===== src/rtl/cpu_run_ctrl.sv =====
// cpu_run_ctrl: holds the core in reset, releases it, then supervises
// the fetch PC and ends the run on halt, fault or timeout.
module cpu_run_ctrl #(
    parameter int unsigned RESET_CYCLES = 4,
    parameter logic [31:0] PC_RESET     = 32'h0000_3000,
    parameter logic [31:0] IM_BASE      = 32'h0000_3000,
    parameter int unsigned IM_BYTES     = 4096,
    parameter int unsigned STALL_LIMIT  = 3,
    parameter int unsigned MAX_CYCLES   = 100000
) (
    input  logic        clk,
    input  logic        reset,
    input  logic [31:0] pc,
    output logic        cpu_reset,
    output logic        running,
    output logic        done,
    output logic [1:0]  status,
    output logic [31:0] cycle_count,
    output logic [31:0] last_pc
);

    typedef enum logic [2:0] {
        S_HOLD,
        S_RUN,
        S_HALT,
        S_TIMEOUT,
        S_FAULT
    } state_t;

    localparam logic [32:0] IM_END = {1'b0, IM_BASE} + 33'(IM_BYTES);

    state_t      state;
    logic [31:0] hold_cnt;
    logic [31:0] same_cnt;
    logic [31:0] prev_pc;
    logic        first;

    logic [31:0] same_nxt;
    logic        fault;
    logic        halt;
    logic        tmo;

    always_comb begin
        same_nxt = (pc == prev_pc) ? same_cnt + 32'd1 : 32'd0;
        fault    = (first && (pc != PC_RESET))
                 || (pc[1:0] != 2'b00)
                 || (pc < IM_BASE)
                 || ({1'b0, pc} >= IM_END);
        halt     = (same_nxt >= STALL_LIMIT);
        tmo      = (cycle_count == MAX_CYCLES - 1);
    end

    always_ff @(posedge clk) begin
        if (reset) begin
            state       <= S_HOLD;
            cpu_reset   <= 1'b1;
            running     <= 1'b0;
            done        <= 1'b0;
            status      <= 2'b00;
            cycle_count <= '0;
            last_pc     <= '0;
            hold_cnt    <= '0;
            same_cnt    <= '0;
            prev_pc     <= '0;
            first       <= 1'b1;
        end else begin
            case (state)
                S_HOLD: begin
                    cpu_reset <= 1'b1;
                    running   <= 1'b0;
                    hold_cnt  <= hold_cnt + 32'd1;
                    first     <= 1'b1;
                    if (hold_cnt == RESET_CYCLES - 1) begin
                        state     <= S_RUN;
                        cpu_reset <= 1'b0;
                        running   <= 1'b1;
                    end
                end
                S_RUN: begin
                    cycle_count <= cycle_count + 32'd1;
                    prev_pc     <= pc;
                    same_cnt    <= same_nxt;
                    first       <= 1'b0;
                    // fault outranks halt, halt outranks timeout
                    if (fault || halt || tmo) begin
                        last_pc   <= pc;
                        done      <= 1'b1;
                        running   <= 1'b0;
                        cpu_reset <= 1'b1;
                        if (fault) begin
                            state  <= S_FAULT;
                            status <= 2'b11;
                        end else if (halt) begin
                            state  <= S_HALT;
                            status <= 2'b01;
                        end else begin
                            state  <= S_TIMEOUT;
                            status <= 2'b10;
                        end
                    end
                end
                S_HALT, S_TIMEOUT, S_FAULT: begin
                    cpu_reset <= 1'b1;
                    running   <= 1'b0;
                    done      <= 1'b1;
                end
                default: begin
                    state     <= S_HOLD;
                    cpu_reset <= 1'b1;
                    running   <= 1'b0;
                    done      <= 1'b0;
                    status    <= 2'b00;
                    hold_cnt  <= '0;
                end
            endcase
        end
    end

endmodule

===== config.mk =====
export PLATFORM = sky130hd
export DESIGN_NAME = cpu_run_ctrl
export DESIGN_NICKNAME = d
export VERILOG_FILES = /design/src/rtl/cpu_run_ctrl.sv
export SDC_FILE = /design/constraint.sdc
export NUM_CORES = 1
export LEC_CHECK = 0
export BUFFER_PORTS_ARGS = -buffer_cell sky130_fd_sc_hd__buf_2
export CAP_MARGIN = 0
export CORE_MARGIN = 1.5
export CORE_UTILIZATION = 38
export DETAILED_ROUTE_END_ITERATION = 12
export MAX_ROUTING_LAYER = met4
export PLACE_DENSITY = 0.61
export SLEW_MARGIN = 20
export SYNTH_ARGS = -nofsm -noshare
export SYNTH_HDL_FRONTEND = slang
export SYNTH_SLANG_ARGS = --single-unit

===== constraint.sdc =====
create_clock -name clk -period 4.48 [get_ports clk]
set_clock_uncertainty 0.15 [all_clocks]
set_input_delay 0.896 -clock clk [delete_from_list [all_inputs] [get_ports clk]]
set_output_delay 0.896 -clock clk [all_outputs]
set_load 0.01 [all_outputs]

==> results of run 1 <==
==> power by group through the flow <==
stage	Sequential, mW	Clock (mW)	Combinational, mW
after floorplan	1.58	0	0.131
after global placement	1.58	0	0.214
after global routing	1.55	1.58	0.236
after CTS	1.55	1.51	0.217
final	1.55	1.48	0.215
after detailed placement	1.58	0	0.215
==> critical path, cell delays in order (launching register included) <==
cell	delay [ns]
dfxtp_1	0.45
ha_1	0.35
nand3_4	0.16
or4_4	0.59
nor3_1	0.18
o211ai_1	0.10
or4_4	0.59
o41a_4	0.51
o21ai_4	0.42
o221a_1	0.26
==> cell type report <==
class                      instances  area, sq um  area share [%]
multi-input combinational        813         4740           48.81
sequential                       169         3383           34.85
timing repair buffer             115        610.6           6.289
clock buffer                      19        442.9           4.562
tap                              280        350.3           3.608
clock inverter                    12        141.4           1.456
inverter                          11        41.29          0.4253
==> path summary, 6_finish.rpt <==
| path | from | end | slack (ns) | cells past startpoint |
|---|---|---|---|---|
| worst max-delay path | same_cnt[0] | prev_pc[12] | 0.65 | 9 |
| worst min-delay path | done | done | 0.30 | 2 |
| worst max register to register | same_cnt[0] | prev_pc[12] | 0.65 | 9 |
| worst min register to register | done | done | 0.30 | 2 |
==> state kept, by name, summed over array words and instances, names as in the netlist, 2 cells and up <==
register,flops
hold_cnt,32
same_cnt,32
prev_pc,32
state,3
cycle_count,32
status,2
last_pc,32
==> Yosys cell counts, drive strengths merged, types with 8 or more instances <==
| cell type | count |
|---|---|
| nor2 | 106 |
| or3 | 25 |
| nor4 | 31 |
| xor2 | 20 |
| o21ai | 77 |
| buf | 11 |
| xnor2 | 54 |
| o211ai | 19 |
| dfxtp | 169 |
| inv | 11 |
| a21oi | 114 |
| and3 | 20 |
| nand2 | 124 |
| a32o | 14 |
| nor3 | 28 |
| nand4 | 36 |
| clkbuf | 64 |
| nand3 | 39 |
| and4 | 8 |
| or4 | 9 |
| a31oi | 14 |
| a311oi | 8 |
==> stage by stage <==
| stage | total power, mW | setup slack, ns |
|---|---|---|
| after floorplan | 1.712 | 1.167 |
| after global placement | 1.795 | 0.7059 |
| after CTS | 3.277 | 0.6416 |
| final | 3.244 | 0.6541 |
| after global routing | 3.366 | 0.4047 |
| after detailed placement | 1.797 | 0.6814 |
==> kinds of logic (layout without fill, tap and decap cells) <==
logic type	count (synthesis)	in the layout	share of synthesized area, %
adders and majority gates	3	3	0.4432
muxes	5	5	0.6204
DFF	169	169	39.94
buffers and inverters	86	157	4.121
AOI/OAI and AO/OA	273	273	19.44
xor gates and xnor gates	74	74	7.651
and+or+nand+nor	458	458	27.78
==> layer usage <==
metal / track usage, % / vias to the layer above
met4: 4.485 / 0
met5: - / -
met1: 27.56 / 3731
met3: 4.295 / 15
met2: 29.93 / 165
li1: - / 3995
==> out/results.txt, run 1 <==
outcome - complete, no violations
first-pass GRT wire length - 37,200 microns
Antenna Cells - 0
global-route total usage across every layer - 20.00%
Syn. warnings - 0
CTS Buf Count - 17
Reg clk slew, reported paths - 0.07 ns
Fin Hold WS - 0.3045 ns
vias in the first global route - 7,020
final hold violations - 0
DIE WIDTH - 152.3 microns
ANT nets after route - 0
final core utilization - 44.49%
Core Region - 21,820 sq um
Post-CTS Resized - 0
share of cells above drive strength 1 - 14.66%
wl on met1 - 11,310 microns
antenna violations before repair - 0
Gate power share - 6.6%
syn_area_per_cell - 7.931 sq um
number of max-cap violations - 0
drt pass-1 iters - 4
RSZ-0062 raised after global routing - false
# Post-CTS Setup Buffers - 0
total wire length - 22,910 microns
vias per cell - 5.572
share of flip-flops with an asynchronous set or reset - 0%
Initial DRC Count - 426
Initial Util - 38.81%
Worst Path Arrival - 4.05 ns
sequential-to-total area share from yosys stat - 39.94%
Final Net Count - 1,164
post-detail-place hpwl - 15,170 microns
most frequent cells in the layout - dfxtp_1, nand2_1, a21oi_1
Max VDD drop - 244.4 uV
dpl cell area - 9125 sq um
clock tree sinks - 169
total negative slack - 0 ns
TritonCTS clock tree - built
Post-synth EDFFs - 0
post-synthesis cell count - 1,068
Cell Count, Final, Fillers Out - 1,419
Netlist cell types - 63
overflow left after global routing - 0
crit-path max FO - 23
Most used DFF post-synth - dfxtp_1
Final period util - 85.40%
H-tree depth - 4
clk_lat worst skew - 0.43 ns
num ports - 103
Rel. slew slack - 38.38%
Yosys reg bits - 169
final setup vio count - 0
hold buffers post-CTS - 0
Post-Synthesis Cell Area - 8471 sq um
fillers - 2,222
PwrDens - 334.1 nW/um^2
IO buf count - 102
synthesis-to-finish area growth - 14.62%
top post-synthesis cells by area - dfxtp_1, a21oi_1, xnor2_1
routed wl met3 - 1154 microns
clock buffer depth - 2
worst min path class - reg -> reg
Clk Tree Root Cell - clkbuf_16
routability congestion estimate - 0.8854
post-route cell area - 9709 sq um
Int Power - 2.443 mW
WL/cell - 16.15 microns
Clock power frac - 45.7%
share of the synthesized area in the top cell type - 39.94%
via count - 7,906
syn nets - 1,105
largest net degree at the start of global routing - 79
final critical-path required period - 3.826 ns
Top Metal Used - met4
vertical die dimension - 152.3 microns
max-slew violations - 0
DR WL met2 - 10,290 microns
Rows - 54
worst-margin pin slew - 0.9209 ns
Switching Share - 24.70%
Seq pwr share - 47.7%
leak pwr - 3.349 nW
WP data required - 4.70 ns
leading cell type in the layout, fill and taps excluded - dfxtp_1
Fmax achieved - 261.4 MHz
Synth area leader - dfxtp_1
WS Path Type - reg -> reg
Setup crit start kind - flop
Post-Place Cells - 1,388
Switching Power - 0.8013 mW
full die area - 23,200 sq um
CP Capture Type - flop
DRC - 0
(Power assumes the default switching activity.)
==> run 2, diff against run 1 <==
Settings changed: CORE_MARGIN 1.5 to not set.
==> run 2 against run 1 <==
Clock power up 5%. Die area fell by 1.3%. Routed wire length fell by 1.2%. Global-route usage is 0.60 points higher. Worst hold slack got worse by 0.0014 ns. Via count up 0.97%.
==> out/results.txt, run 2 (same netlist as run 1, synthesis figures left out) <==
Initial Util - 38.81%
Setup crit start kind - flop
worst-margin pin slew - 0.9516 ns
final setup vio count - 0
WP data required - 4.67 ns
Fin Hold WS - 0.3032 ns
crit-path max FO - 10
max-slew violations - 0
slowest CP cell - o41ai_1
clock buffer depth - 2
synthesis-to-finish area growth - 15.10%
Antenna Cells - 0
crit-path cells - ha_1 -> nand3_4 -> or4_4 -> nor3_1 -> o211ai_1 -> or4_4 -> o41ai_1 -> a21oi_1 -> o32ai_1
Initial DRC Count - 479
Fmax achieved - 259.5 MHz
Worst Path Arrival - 4.04 ns
number of max-cap violations - 0
total negative slack - 0 ns
final hold violations - 0
Max VDD drop - 219.9 uV
CTS Buf Count - 17
clk_lat worst skew - 0.43 ns
Post-CTS Resized - 0
RSZ-0062 raised after global routing - false
DIE WIDTH - 151.3 microns
Final Net Count - 1,165
H-tree depth - 4
most common cell type on the critical path - or4_4
Max stage delay on crit path - 0.79 ns
full die area - 22,890 sq um
PwrDens - 341.1 nW/um^2
leak pwr - 3.383 nW
antenna violations before repair - 0
vias in the first global route - 7,103
via count - 7,983
worst min path class - reg -> reg
Rel. slew slack - 35.73%
share of cells above drive strength 1 - 14.90%
global-route total usage across every layer - 20.60%
Rows - 54
WS Path Type - reg -> reg
WL/cell - 15.92 microns
overflow left after global routing - 0
routability congestion estimate - 0.8431
first-pass GRT wire length - 36,650 microns
total wire length - 22,630 microns
TritonCTS clock tree - built
Reg clk slew, reported paths - 0.07 ns
drt pass-1 iters - 5
DRC - 0
final critical-path required period - 3.854 ns
hold buffers post-CTS - 0
num ports - 103
post-detail-place hpwl - 15,000 microns
vertical die dimension - 151.3 microns
Final period util - 86.03%
vias per cell - 5.618
IO buf count - 102
outcome - complete, no violations
Core Region - 21,820 sq um
# Post-CTS Setup Buffers - 0
Clk Tree Root Cell - clkbuf_16
clock tree sinks - 169
largest net degree at the start of global routing - 79
leading cell type in the layout, fill and taps excluded - dfxtp_1
ANT nets after route - 0
CP Capture Type - flop
most frequent cells in the layout - dfxtp_1, nand2_1, a21oi_1
==> run 2: changes by cell type in the layout (fill, tap and decap cells not counted), sizes merged <==
cell / delta
clkinv: +3
clkinvlp: -3
bufinv: +1
inv: +2
buf: +1
clkbuf: -2
==> run 2: path summary, 6_finish.rpt <==
path                            slack (ns)         to  cells after the start   startpoint
worst min register to register        0.30       done                      2         done
worst max register to register        0.63  status[1]                      9  same_cnt[0]
worst max-delay path                  0.63  status[1]                      9  same_cnt[0]
worst min-delay path                  0.30       done                      2         done
==> run 2: layout make-up <==
| class | count | area, sq um |
|---|---|---|
| clock buffer | 17 | 425.4 |
| clock inverter | 15 | 191.4 |
| fill | 2197 | 12070 |
| inverter | 11 | 41.29 |
| multi-input combinational | 813 | 4740 |
| sequential | 169 | 3383 |
| tap | 280 | 350.3 |
| timing repair buffer | 116 | 618.1 |
==> run 2: power breakdown <==
group          switching, mW  total, mW  internal (mW)  leakage [nW]
clock network          0.672       1.56          0.893         0.302
registers             0.0199       1.55           1.53          1.36
logic                  0.141      0.214         0.0733          1.72
total                  0.832       3.33           2.49          3.38
==> run 2: worst max-delay path, delay by kind of cell, from the launching register on <==
kind | cells | cell delay (ns)
simple gates | 4 | 1.55
compound gates | 4 | 1.30
flops | 1 | 0.44
fa+ha+maj | 1 | 0.33
==> run 2: stage by stage <==
stage / cell area (sq um) / setup slack, ns / std cells / total power, mW / utilization [%]
final: 9749 / 0.6260 / 1421 / 3.326 / 44.67
after detailed placement: 9133 / 0.6678 / 1389 / 1.795 / 41.85
after floorplan: 8471 / 1.167 / 1068 / 1.712 / -
after CTS: 9749 / 0.6572 / 1421 / 3.354 / 44.67
after global placement: 9133 / 0.7038 / 1389 / 1.794 / 41.85
after global routing: 9749 / 0.4140 / 1421 / 3.451 / 44.67
==> run 2: routing by layer <==
metal / GRT usage [%] / up-vias / wire [microns]
met2: 30.91 / 183 / 10240
li1: - / 3992 / -
met1: 27.89 / 3778 / 10960
met4: 5.550 / 0 / 314
met3: 4.247 / 30 / 1104
met5: - / - / 0
==> run 3, diff against run 2 <==
Settings changed: CORE_ASPECT_RATIO set to 0.7.
==> run 3 against run 2 <==
Clock-buffer cell count unchanged. Die area is essentially flat. Combinational power increased by 2%. Power decreased by 0.93%. First-iteration DRC count rose by 61%. Via count grew 0.81%. Sequential share of layout area is 0.080 points lower. Maximum frequency is 0.44% lower. Clock power is essentially flat. Routed wire length rose by 2.5%. Critical endpoint is now prev_pc[12].
==> out/results.txt, run 3 (same netlist as run 1, synthesis figures left out) <==
clk_lat worst skew - 0.44 ns
Antenna Cells - 0
Tot Pwr - 3.295 mW
RSZ-0062 raised after global routing - false
clock tree sinks - 169
num ports - 103
Worst Path Arrival - 4.10 ns
worst-margin pin slew - 0.9417 ns
CTS Buf Count - 17
synthesis-to-finish area growth - 15.36%
Final Net Count - 1,167
leak pwr - 3.386 nW
total wire length - 23,200 microns
hold buffers post-CTS - 0
TritonCTS clock tree - built
H-tree depth - 4
routability congestion estimate - 0.8431
Core Region - 21,790 sq um
first-pass GRT wire length - 38,050 microns
crit-path leading delay family - compound AO/OA/AOI/OAI gates
vertical die dimension - 126.9 microns
Clk Tree Root Cell - clkbuf_16
max-slew violations - 0
Post-CTS Resized - 0
DR WL met2 - 9234 microns
WS Path Type - reg -> reg
Max stage delay on crit path - 0.66 ns
post-detail-place hpwl - 15,670 microns
Post-Place Cells - 1,393
Setup crit start kind - flop
final critical-path required period - 3.871 ns
final setup vio count - 0
Cell Count, Final, Fillers Out - 1,425
final core utilization - 44.85%
routed wl met3 - 1410 microns
# Post-CTS Setup Buffers - 0
Reg clk slew, reported paths - 0.07 ns
DRC - 0
Final period util - 86.41%
Rows - 45
leading cell type in the layout, fill and taps excluded - dfxtp_1
CP Depth - 9
wl on met1 - 12,340 microns
antenna violations before repair - 0
outcome - complete, no violations
largest net degree at the start of global routing - 109
ANT nets after route - 0
share of cells above drive strength 1 - 15.14%
vias per cell - 5.648
global-route total usage across every layer - 21.14%
via count - 8,048
CP Capture Type - flop
Max VDD drop - 244.9 uV
Initial Util - 38.87%
Rel. slew slack - 36.99%
Fmax achieved - 258.3 MHz
overflow left after global routing - 0
worst min path class - reg -> reg
IO buf count - 102
WP data required - 4.71 ns
final worst slack - 0.6089 ns
total negative slack - 0 ns
slowest CP cell - o41a_4
worst path bufs/invs - 0
final hold violations - 0
DIE WIDTH - 180.5 microns
vias in the first global route - 7,106
crit-path max FO - 23
crit-path cells - ha_1 -> nand3_4 -> or4_4 -> nor3_2 -> a31oi_1 -> or3_1 -> o41a_4 -> o21ai_4 -> o221a_1
PwrDens - 337.2 nW/um^2
reg2reg setup slack - 0.61 ns
WL/cell - 16.28 microns
worst reg2reg path depth - 9
Top Metal Used - met4
full die area - 22,900 sq um
most frequent cells in the layout - dfxtp_1, nand2_1, a21oi_1
Initial DRC Count - 771
WHS Path Cells - 2
fillers - 2,159
drt pass-1 iters - 5
Place WS - 0.6611 ns
clock buffer depth - 2
number of max-cap violations - 0
-- run 3: cell count changes in the layout (fill, tap and decap cells not counted) --
cell and change:
clkinv_8 +1, o21ai_1 -1, buf_12 +1, clkinv_2 -1, buf_4 +1, bufinv_16 -1
clkinv_4 -1, clkinvlp_4 +1, inv_6 +1, o21ai_2 +1
-- run 3: path summary, 6_finish.rpt --
kind	startpoint	endpoint
worst max-delay path	same_cnt[0]	prev_pc[12]
worst min-delay path	prev_pc[11]	prev_pc[11]
worst max register to register	same_cnt[0]	prev_pc[12]
worst min register to register	prev_pc[11]	prev_pc[11]
-- run 3: worst reg2reg max path, stage by stage (launching register included) --
cell and delay (ns):
dfxtp_1 0.45, ha_1 0.34, nand3_4 0.17, or4_4 0.60
nor3_2 0.16, a31oi_1 0.12, or3_1 0.48, o41a_4 0.66
o21ai_4 0.43, o221a_1 0.27
-- run 3: final cells by class --
cell class	instances	area, sq um	share of cell area [%]
multi-input combinational	813	4743	48.54
sequential	169	3383	34.62
timing repair buffer	118	645.6	6.607
clock buffer	17	425.4	4.353
tap	282	352.8	3.611
clock inverter	15	180.2	1.844
inverter	11	41.29	0.4225
-- run 3: power by group --
part	total, mW	internal [mW]	switching [mW]
combinational	0.219	0.0746	0.144
clock	1.53	0.843	0.685
sequential	1.55	1.53	0.0213
total	3.29	2.44	0.850
-- run 3: routing by layer --
layer | global-route usage, % | up-vias
met2 | 27.13 | 213
met4 | 5.128 | 0
li1 | - | 3999
met1 | 32.17 | 3822
met3 | 4.938 | 14
met5 | - | -
-- run 3: stage by stage --
step / hold WS, ns / cell area, sq um
finish: 0.3181 / 9772
global route: 0.3324 / 9772
CTS: 0.3189 / 9768
detailed placement: 0.3091 / 9163
global placement: 0.3047 / 9163
floorplan: 0.2988 / 8471
